$ cat config.mk
export PLATFORM = sky130hd
export DESIGN_NAME = register_file_mp_flat
export DESIGN_NICKNAME = d
export VERILOG_FILES = /design/src/rtl/register_file_mp_if.sv /design/src/rtl/register_file_mp.sv /design/src/flat_wrapper.sv
export SDC_FILE = /design/constraint.sdc
export NUM_CORES = 1
export LEC_CHECK = 0
export CAP_MARGIN = 10
export CORE_AREA = 2 2 321 323
export CTS_CLUSTER_DIAMETER = 120
export DETAILED_ROUTE_END_ITERATION = 8
export DIE_AREA = 0 0 323 325
export PLACE_DENSITY = 0.63
export SKIP_CTS_REPAIR_TIMING = 1
export SYNTH_ARGS = -nofsm -noshare
export SYNTH_HDL_FRONTEND = slang
export SYNTH_SLANG_ARGS = --single-unit
$ cat constraint.sdc
create_clock -name clk -period 5.45 [get_ports clk]
set_input_delay 1.09 -clock clk [delete_from_list [all_inputs] [get_ports clk]]
set_output_delay 1.09 -clock clk [all_outputs]
set_load 0.1 [all_outputs]
$ cat src/rtl/register_file_mp_if.sv
`default_nettype none
// ============================================================================
// Module   : register_file_mp_if
// Brief    : Read/write/control bundle between the pipeline and register_file_mp.
// Revision : 1.0 - initial release
// ============================================================================
interface register_file_mp_if #(
    parameter int NUM_REGS     = 32,
    parameter int XLEN         = 32,
    parameter int NUM_RD_PORTS = 2,
    parameter int NUM_WR_PORTS = 1
);
    localparam int ADDR_W = $clog2(NUM_REGS);

    logic [NUM_RD_PORTS-1:0][ADDR_W-1:0] rd_addr_i;
    logic [NUM_RD_PORTS-1:0][XLEN-1:0]   rdata_o;
    logic [NUM_WR_PORTS-1:0]             we_i;
    logic [NUM_WR_PORTS-1:0][ADDR_W-1:0] wr_addr_i;
    logic [NUM_WR_PORTS-1:0][XLEN-1:0]   wr_data_i;
    logic                                clear_i;
    logic                                ready_o;
    logic                                wr_collision_o;

    modport master (
        output rd_addr_i, we_i, wr_addr_i, wr_data_i, clear_i,
        input  rdata_o, ready_o, wr_collision_o
    );

    modport slave (
        input  rd_addr_i, we_i, wr_addr_i, wr_data_i, clear_i,
        output rdata_o, ready_o, wr_collision_o
    );
endinterface
`default_nettype wire

$ cat src/rtl/register_file_mp.sv
`default_nettype none
// ============================================================================
// Module   : register_file_mp
// Brief    : Multi-port register file with write forwarding and scrub FSM.
// Revision : 1.0 - initial release
// ============================================================================
module register_file_mp #(
    parameter int NUM_REGS     = 32,
    parameter int XLEN         = 32,
    parameter int NUM_RD_PORTS = 2,
    parameter int NUM_WR_PORTS = 1,
    parameter int ZERO_REG0    = 1,
    parameter int ADDR_W       = $clog2(NUM_REGS)
) (
    input  wire logic          clk,
    input  wire logic          rst,
    register_file_mp_if.slave  bus
);
    localparam bit              c_zero_reg0 = (ZERO_REG0 != 0);
    localparam logic [ADDR_W-1:0] c_last_ptr = ADDR_W'(NUM_REGS - 1);

    typedef enum logic [0:0] {
        SCRUB = 1'b0,
        READY = 1'b1
    } state_t;

    state_t                               r_state;
    state_t                               w_state_next;
    logic [ADDR_W-1:0]                    r_ptr;
    logic [ADDR_W-1:0]                    w_ptr_next;
    logic [XLEN-1:0]                      r_mem [NUM_REGS];
    logic [NUM_WR_PORTS-1:0]              w_wr_eff;
    logic                                 w_collision;
    logic                                 r_collision;
    logic [NUM_RD_PORTS-1:0][XLEN-1:0]    w_rd_next;
    logic [NUM_RD_PORTS-1:0][XLEN-1:0]    r_rdata;

    always_ff @(posedge clk or posedge rst) begin
        if (rst) begin
            r_state <= SCRUB;
            r_ptr   <= '0;
        end else begin
            r_state <= w_state_next;
            r_ptr   <= w_ptr_next;
        end
    end

    always_comb begin
        w_state_next = r_state;
        w_ptr_next   = r_ptr;
        case (r_state)
            SCRUB: begin
                if (r_ptr == c_last_ptr) begin
                    w_state_next = READY;
                    w_ptr_next   = '0;
                end else begin
                    w_ptr_next = r_ptr + ADDR_W'(1);
                end
            end
            READY: begin
                if (bus.clear_i) begin
                    w_state_next = SCRUB;
                    w_ptr_next   = '0;
                end
            end
            default: begin
                w_state_next = SCRUB;
                w_ptr_next   = '0;
            end
        endcase
    end

    // Writes to a hardwired-zero register are dropped here, so they neither land nor collide.
    always_comb begin
        w_wr_eff = '0;
        for (int w = 0; w < NUM_WR_PORTS; w++) begin
            w_wr_eff[w] = bus.we_i[w] && (r_state == READY) &&
                          !(c_zero_reg0 && (bus.wr_addr_i[w] == '0));
        end
    end

    always_comb begin
        w_collision = 1'b0;
        for (int i = 0; i < NUM_WR_PORTS; i++) begin
            for (int j = i + 1; j < NUM_WR_PORTS; j++) begin
                if (w_wr_eff[i] && w_wr_eff[j] && (bus.wr_addr_i[i] == bus.wr_addr_i[j])) begin
                    w_collision = 1'b1;
                end
            end
        end
    end

    // Ascending port order: the last assignment (highest port) wins.
    always_ff @(posedge clk) begin
        if (r_state == SCRUB) begin
            r_mem[r_ptr] <= '0;
        end else begin
            for (int w = 0; w < NUM_WR_PORTS; w++) begin
                if (w_wr_eff[w]) begin
                    r_mem[bus.wr_addr_i[w]] <= bus.wr_data_i[w];
                end
            end
        end
    end

    always_comb begin
        w_rd_next = '0;
        for (int r = 0; r < NUM_RD_PORTS; r++) begin
            w_rd_next[r] = r_mem[bus.rd_addr_i[r]];
            for (int w = 0; w < NUM_WR_PORTS; w++) begin
                if (w_wr_eff[w] && (bus.wr_addr_i[w] == bus.rd_addr_i[r])) begin
                    w_rd_next[r] = bus.wr_data_i[w];
                end
            end
            if ((r_state == SCRUB) || (c_zero_reg0 && (bus.rd_addr_i[r] == '0))) begin
                w_rd_next[r] = '0;
            end
        end
    end

    always_ff @(posedge clk or posedge rst) begin
        if (rst) begin
            r_rdata     <= '0;
            r_collision <= 1'b0;
        end else begin
            r_rdata     <= w_rd_next;
            r_collision <= w_collision;
        end
    end

    assign bus.rdata_o        = r_rdata;
    assign bus.ready_o        = (r_state == READY);
    assign bus.wr_collision_o = r_collision;
endmodule
`default_nettype wire

$ cat src/flat_wrapper.sv
// flat-port wrapper written by rule: the top's interface ports become plain ports
module register_file_mp_flat 
#(
    parameter int NUM_REGS     = 32,
    parameter int XLEN         = 32,
    parameter int NUM_RD_PORTS = 2,
    parameter int NUM_WR_PORTS = 1,
    parameter int ZERO_REG0    = 1,
    parameter int ADDR_W       = $clog2(NUM_REGS)
)
  (clk, rst, bus_rd_addr_i, bus_we_i, bus_wr_addr_i, bus_wr_data_i, bus_clear_i, bus_rdata_o, bus_ready_o, bus_wr_collision_o);
  register_file_mp_if #(.NUM_REGS(NUM_REGS), .XLEN(XLEN), .NUM_RD_PORTS(NUM_RD_PORTS), .NUM_WR_PORTS(NUM_WR_PORTS)) bus_i ();
  input  wire logic clk;
  input  wire logic rst;
  input wire logic [$bits(bus_i.rd_addr_i)-1:0] bus_rd_addr_i;
  input wire logic [$bits(bus_i.we_i)-1:0] bus_we_i;
  input wire logic [$bits(bus_i.wr_addr_i)-1:0] bus_wr_addr_i;
  input wire logic [$bits(bus_i.wr_data_i)-1:0] bus_wr_data_i;
  input wire logic [$bits(bus_i.clear_i)-1:0] bus_clear_i;
  output wire logic [$bits(bus_i.rdata_o)-1:0] bus_rdata_o;
  output wire logic [$bits(bus_i.ready_o)-1:0] bus_ready_o;
  output wire logic [$bits(bus_i.wr_collision_o)-1:0] bus_wr_collision_o;
  assign bus_i.rd_addr_i = bus_rd_addr_i;
  assign bus_i.we_i = bus_we_i;
  assign bus_i.wr_addr_i = bus_wr_addr_i;
  assign bus_i.wr_data_i = bus_wr_data_i;
  assign bus_i.clear_i = bus_clear_i;
  assign bus_rdata_o = bus_i.rdata_o;
  assign bus_ready_o = bus_i.ready_o;
  assign bus_wr_collision_o = bus_i.wr_collision_o;
  register_file_mp #(.NUM_REGS(NUM_REGS), .XLEN(XLEN), .NUM_RD_PORTS(NUM_RD_PORTS), .NUM_WR_PORTS(NUM_WR_PORTS), .ZERO_REG0(ZERO_REG0), .ADDR_W(ADDR_W)) u_core (.clk(clk), .rst(rst), .bus(bus_i));
endmodule
==> key figures, run 1 <==
Outcome
  – Outcome: finished, final reports clean

Clock network
  – Clock Sink Count: 1,094
  – Clock root cell: sky130_fd_sc_hd__clkbuf_16
  – Clock slew seen by the registers of the worst setup and hold paths: 0.06 ns
  – Number of levels the H-tree was split into: 3
  – CTS Buf Count: around 110
  – Clock latency of the later-clocked register in the worst-skew pair: 0.70 ns
  – CTS tree: done
  – Number of buffers between clock root and the deepest sink: 3

Timing
  – Fin Clk Skew: 0.0291 ns
  – Slew at the pin with the worst max-slew slack: 1.19 ns
  – Slew Limit Headroom: roughly a fifth
  – Endpoints failing hold: 0
  – Min Clock Period, post-route: 4.03 ns
  – Final period util: around 74%
  – Sum of negative setup slack: 0 ns
  – Final-report setup violation count: 0
  – RSZ-0062 raised after global routing: no
  – Slew Limit Fails: 0
  – Highest Clock Rate: 248 MHz

GRT
  – Global-route total usage across every layer: between 20% and 30%
  – Via count of the first global-routing pass: 31,782
  – Global-route wire length before repair: 224,000 µm
  – Maximum number of pins on one net before global-route repair: between 100 and 150
  – Initial antenna violation count: 5
  – Total overflow reported by the global router: 0

Yosys
  – Post-synth ARST share: 6.40%
  – Number of synthesis warnings: 0
  – Synth area leader: sky130_fd_sc_hd__edfxtp_1
  – Avg Cell Area, Syn: 17.4 µm²
  – Top-area cell type share of the netlist area: 60.8%
  – Number of different library cells in the post-synthesis netlist: 53
  – Post-synthesis cell area: 0.0506 mm²
  – Synthesized flop and latch total: 1,094
  – Synthesized netlist cell count: slightly below 3,000
  – Number of flops mapped to enable cells by yosys: 1,024
  – Top cells by area in the synthesized netlist: sky130_fd_sc_hd__edfxtp_1, sky130_fd_sc_hd__mux4_2, sky130_fd_sc_hd__mux2i_1
  – Commonest cells in the netlist: sky130_fd_sc_hd__edfxtp_1, sky130_fd_sc_hd__mux2i_1, sky130_fd_sc_hd__mux4_2
  – Sequential cell area fraction in the yosys report: 64.3%
  – Top FF cell, synth: sky130_fd_sc_hd__edfxtp_1
  – Most frequent cell after synthesis: sky130_fd_sc_hd__edfxtp_1
  – Nets in the synthesized netlist: between 2,000 and 3,000

Die
  – Effective utilization at floorplan: between 40% and 50%
  – Width of the die: about 320 µm
  – I/O pin count: approximately 120
  – Area of the die: 0.105 mm²
  – Vertical die dimension: 325 µm
  – Core Region: around 0.10 mm²
  – Cell row count: 117

Drt
  – Post-route antenna net violation count: 0
  – Total via count after detailed routing: 31,294
  – Initial DRC count: 3,972
  – Wirelength per Cell: 34.9 µm
  – DR DRC count: 0
  – Final wirelength: 156,000 µm
  – Number of iterations in the first detailed-routing pass: 6
  – Number of vias per cell after detailed routing: 6.97

Power and ir drop
  – Worst IR Drop VDD: 0.000263 V
  – Switching portion of total power: 28.5%
  – Total power density per cell area: a little under 400 mW/mm²
  – Leakage: 20.0 nW
  – Clock network fraction of design power: between 30% and 40%
  – Part of the power in combinational logic: 17.2%
  – Register share of total power: 47.6%
  – Net switching power: roughly 6.3 mW
  – Internal cell power: around 16 mW
  – Power, Total: approximately 22 mW

Critical path
  – CP Max Fanout: 18
  – Data required time at the worst endpoint: approximately 5.8 ns
  – Critical path launch point type: input pin
  – Start-to-end type of the worst setup path: in2reg
  – Number of cells traversed by the worst register-to-register path: 7
  – Critical path endpoint category: flip-flop
  – Crit path DAT: about 4.4 ns
  – Destination of the worst register-to-register timing path: u_core.r_mem[31][12]
  – Flop-to-flop setup slack: 2.23 ns
  – Launch point of the worst reg-to-reg path: u_core.bus.ready_o

Worst hold path
  – Worst min-delay path endpoint: u_core.r_ptr[1]
  – Type of the most critical hold path: reg2reg
  – Worst hold stages: 2
  – Critical hold path startpoint: u_core.r_ptr[1]

Placement
  – Detailed placement HPWL: about 94,000 µm
  – Port Buf Inserts: 115
  – Final GP Congestion: 0.911
  – Instance count after placement with tap cells included: 4,271
  – Area post-placement: 0.0539 mm²

Final layout
  – Core Util, Final: 57.0%
  – Post-layout instance area: around 0.058 mm²
  – Area growth from synthesis to layout: 14.1%
  – Layout cells sized above 1: 22.0%
  – Final layout net count: 3,071
  – Number of inserted filler cells in the final layout: between 7,000 and 8,000
  – Cell Count, Final, Fillers Out: 4,487

Run
  – Number of maximum-capacitance constraint violations: 0
## worst max-delay path, cell delays in order
cell                              delay (ns)
sky130_fd_sc_hd__clkdlybuf4s50_1        0.61
sky130_fd_sc_hd__or4_4                  0.66
sky130_fd_sc_hd__o21ai_2                0.17
sky130_fd_sc_hd__buf_4                  0.26
sky130_fd_sc_hd__and3_1                 0.20
sky130_fd_sc_hd__a31oi_2                0.18
sky130_fd_sc_hd__nor2_4                 0.73
sky130_fd_sc_hd__buf_4                  0.44
## cell usage in the layout, fill, tap and decap left out, drive strengths merged, types with 34 or more instances in the layout
cell type / synthesis / routed
a21oi: 97 / 97
a221oi: 192 / 192
a211o: 64 / 64
a22oi: 97 / 97
o22ai: 34 / 34
clkbuf: 113 / 147
a211oi: 64 / 64
nor3: 35 / 35
clkinv: 1 / 44
nor2: 38 / 38
o21ai: 102 / 102
mux4: 288 / 288
dfrtp: 70 / 70
buf: 124 / 131
edfxtp: 1024 / 1024
mux2i: 449 / 449
clkdlybuf4s50: 0 / 109
## final cells by class
| cell class | count | area (µm²) | share of cell area (%) |
|---|---|---|---|
| sequential | 1094 | 32500 | 56.3 |
| multi-input combinational | 1558 | 17100 | 29.7 |
| clock buffer | 146 | 3110 | 5.40 |
| timing repair buffer | 241 | 2530 | 4.39 |
| tap | 1368 | 1710 | 2.97 |
| clock inverter | 67 | 662 | 1.15 |
| inverter | 10 | 40.0 | 0.0694 |
| antenna | 3 | 7.51 | 0.0130 |
## per-stage QoR
step,worst slack (ns),hold slack [ns]
6_report,1.42,0.719
5_1_grt,1.32,0.734
2_1_floorplan,1.07,0.561
4_1_cts,1.48,0.686
3_3_place_gp,0.807,0.670
3_5_place_dp,0.751,0.671
## power by group through the flow
stage	Sequential (mW)	Clock [mW]	Combinational, mW
floorplan	11.0	0	1.90
global placement	10.7	0	3.73
detailed placement	10.7	0	3.78
CTS	10.5	7.91	3.79
global route	10.6	8.26	3.97
finish	10.6	7.81	3.81
## registers in the layout, indices dropped and copies added (netlist names)
register	flops
u_core.r_ptr	5
u_core.bus.ready_o	1
u_core.r_mem	1024
u_core.bus.rdata_o	64
## worst max-delay path by stage
| stage | start | endpoint |
|---|---|---|
| 6_report | bus_wr_addr_i[4] | u_core.r_mem[31][12] |
| 5_1_grt | bus_wr_addr_i[4] | u_core.r_mem[31][12] |
| 4_1_cts | bus_wr_addr_i[4] | u_core.r_mem[30][0] |
| 3_5_place_dp | bus_wr_addr_i[4] | u_core.r_mem[30][0] |
| 3_3_place_gp | bus_wr_addr_i[4] | u_core.r_mem[28][0] |
| 2_1_floorplan | bus_wr_addr_i[4] | u_core.r_mem[9][0] |
## kinds of logic after synthesis
logic type,after synthesis,share of synthesized area [%]
other cells,1,0.00742
flops,1094,64.3
compound gates,664,9.75
fa+ha+maj,2,0.0495
buf+inv,247,2.52
mux,738,21.7
xor+xnor,12,0.208
simple gates,141,1.43
## per-layer routing
layer / routed length (µm) / GRT usage (%)
met5: 13 / 0
met1: 60600 / 40.6
met4: 6630 / 12.7
met2: 75000 / 46.8
met3: 14100 / 5.67
(Power assumes the default switching activity.)
==> run 2: changes to the inputs <==
PLACE_DENSITY = 0.66   (was 0.63)
clock period = 3.35 ns   (was 5.45 ns; I/O delays follow)
==> key figures, run 2 (synthesized netlist as in run 1, its figures left out) <==
Die
  – Area of the die: 0.105 mm²
  – Width of the die: around 320 µm
  – Vertical die dimension: 325 µm
  – Cell row count: 117
  – I/O pin count: between 100 and 150
  – Effective utilization at floorplan: 49.9%
  – Core Region: 0.101 mm²

Timing
  – Slew at the pin with the worst max-slew slack: 1.18 ns
  – Worst setup slack after layout: 0.569 ns
  – Highest Clock Rate: 360 MHz
  – Slew Limit Fails: 0
  – Final-report setup violation count: 0
  – Final period util: 83.0%
  – Min Clock Period, post-route: 2.78 ns
  – Slew Limit Headroom: about a fifth
  – RSZ-0062 raised after global routing: no
  – Fin Clk Skew: 0.0252 ns
  – Sum of negative setup slack: 0 ns
  – Endpoints failing hold: 0

Clock network
  – Number of levels the H-tree was split into: 3
  – CTS tree: done
  – Number of buffers between clock root and the deepest sink: 3
  – Clock latency of the later-clocked register in the worst-skew pair: 0.71 ns
  – Clock Sink Count: approximately 1,100
  – Clock root cell: sky130_fd_sc_hd__clkbuf_16
  – CTS Buf Count: 113
  – Clock slew seen by the registers of the worst setup and hold paths: 0.06 ns

Critical path
  – Destination of the worst register-to-register timing path: u_core.r_mem[11][8]
  – Start-to-end type of the worst setup path: in2reg
  – CP Max Fanout: 20
  – Crit path DAT: roughly 3.2 ns
  – Flop-to-flop setup slack: 0.64 ns
  – Number of cells traversed by the worst register-to-register path: 7
  – Critical path endpoint category: flip-flop
  – Launch point of the worst reg-to-reg path: u_core.bus.ready_o
  – Data required time at the worst endpoint: 3.74 ns
  – Critical path launch point type: input pin

Power and ir drop
  – Part of the power in combinational logic: 18.4%
  – Internal cell power: 26.2 mW
  – Power, Total: 36.5 mW
  – Clock network fraction of design power: around 35%
  – Switching portion of total power: 28.2%
  – Total power density per cell area: 611 mW/mm²
  – Leakage: about 21 nW
  – Net switching power: 10.3 mW
  – Register share of total power: 47.0%
  – Worst IR Drop VDD: 0.000464 V

Final layout
  – Core Util, Final: 59.0%
  – Multi-input combinational cell area: between 0.015 and 0.02 mm²
  – Commonest non-fill, non-tap cell in the layout: sky130_fd_sc_hd__edfxtp_1
  – Most flop-heavy register: u_core.r_mem
  – Number of inserted filler cells in the final layout: 7,512
  – Combined flip-flop and latch cell area: between 0.03 and 0.04 mm²
  – Layout cells sized above 1: about 28%
  – Area growth from synthesis to layout: 18.2%
  – Cell Count, Final, Fillers Out: between 4,000 and 5,000
  – Final layout net count: ~3,300
  – Number of flip-flops under the largest register name: 1,024
  – Commonest cells after routing, fill and taps aside: sky130_fd_sc_hd__edfxtp_1, sky130_fd_sc_hd__mux2i_1, sky130_fd_sc_hd__mux4_2, sky130_fd_sc_hd__buf_4, sky130_fd_sc_hd__a221oi_1

Run
  – Number of maximum-capacitance constraint violations: 0

Placement
  – Instance count after placement with tap cells included: 4,458
  – Pre-CTS WS: -0.134 ns
  – Detailed placement HPWL: 99,800 µm
  – Port Buf Inserts: 115
  – Final GP Congestion: 0.922

Drt
  – Number of iterations in the first detailed-routing pass: 6
  – Final wirelength: 155,000 µm
  – Wirelength per Cell: about 33 µm
  – Post-route antenna net violation count: 0
  – Total via count after detailed routing: 31,777
  – Number of vias per cell after detailed routing: 6.80
  – Initial DRC count: 4,085
  – DR DRC count: 0

Worst hold path
  – Type of the most critical hold path: in2async

GRT
  – Total overflow reported by the global router: 0
  – Maximum number of pins on one net before global-route repair: 65
  – Global-route wire length before repair: between 200,000 and 250,000 µm
  – Via count of the first global-routing pass: 32,375
  – Global-route total usage across every layer: 29.6%
  – Initial antenna violation count: 2

Outcome
  – Outcome: finished, final reports clean
==> run 2: cell types whose count changed in the layout (fill, tap and decap cells not counted), moves of 4 or more <==
cell,delta
sky130_fd_sc_hd__buf_12,+66
sky130_fd_sc_hd__buf_4,+186
sky130_fd_sc_hd__clkbuf_8,-4
sky130_fd_sc_hd__clkdlybuf4s50_1,-65
sky130_fd_sc_hd__clkinv_2,+11
sky130_fd_sc_hd__clkinv_4,-4
==> run 2: worst max path at each step <==
| stage | startpoint | end | slack (ns) | cells past startpoint |
|---|---|---|---|---|
| after global routing | bus_wr_addr_i[4] | u_core.r_mem[1][31] | 0.51 | 8 |
| after detailed placement | bus_wr_addr_i[4] | u_core.r_mem[10][9] | -0.13 | 8 |
| after floorplan | u_core.bus.ready_o | u_core.r_mem[14][0] | -0.52 | 8 |
| after CTS | bus_wr_addr_i[4] | u_core.r_mem[10][4] | 0.60 | 8 |
| final | bus_wr_addr_i[4] | u_core.r_mem[10][9] | 0.57 | 8 |
| after global placement | bus_wr_addr_i[4] | u_core.r_mem[10][11] | -0.16 | 8 |
==> run 2: per-layer routing <==
layer	vias up	wire length (µm)	GRT usage [%]
met5	-	0	0
met1	16649	60300	39.8
met3	379	12800	5.06
met4	0	7040	12.5
met2	1751	74900	47.8
li1	12998	-	-
==> run 2: per-stage QoR <==
step	cell area, µm²	hold slack [ns]
after global routing	59800	0.430
after CTS	59700	0.414
final	59800	0.418
after detailed placement	56000	0.652
after global placement	56000	0.619
after floorplan	50700	0.561
==> run 2: critical path: stages <==
cell and delay (ns):
sky130_fd_sc_hd__clkdlybuf4s50_1 0.43, sky130_fd_sc_hd__or4_4 0.59, sky130_fd_sc_hd__o21ai_2 0.30, sky130_fd_sc_hd__buf_4 0.18, sky130_fd_sc_hd__mux2_4 0.18, sky130_fd_sc_hd__nand2_1 0.23, sky130_fd_sc_hd__nor2_4 0.32, sky130_fd_sc_hd__buf_12 0.23
==> run 2: layout make-up <==
type / instances / share of cell area (%)
Multi-Input combinational cell: 1558 / 28.7
Timing Repair Buffer: 429 / 7.74
Clock inverter: 70 / 1.16
Sequential cell: 1094 / 54.4
Inverter: 10 / 0.0649
Tap cell: 1368 / 2.86
Antenna cell: 3 / 0.0126
Clock buffer: 144 / 5.11
==> run 2: power groups by stage <==
| stage | logic, mW | registers, mW | clock network, mW |
|---|---|---|---|
| after detailed placement | 6.66 | 17.4 | 0 |
| after global placement | 6.55 | 17.3 | 0 |
| after floorplan | 3.22 | 17.8 | 0 |
| after CTS | 6.69 | 17.1 | 12.8 |
| final | 6.71 | 17.1 | 12.6 |
| after global routing | 7.01 | 17.2 | 13.3 |
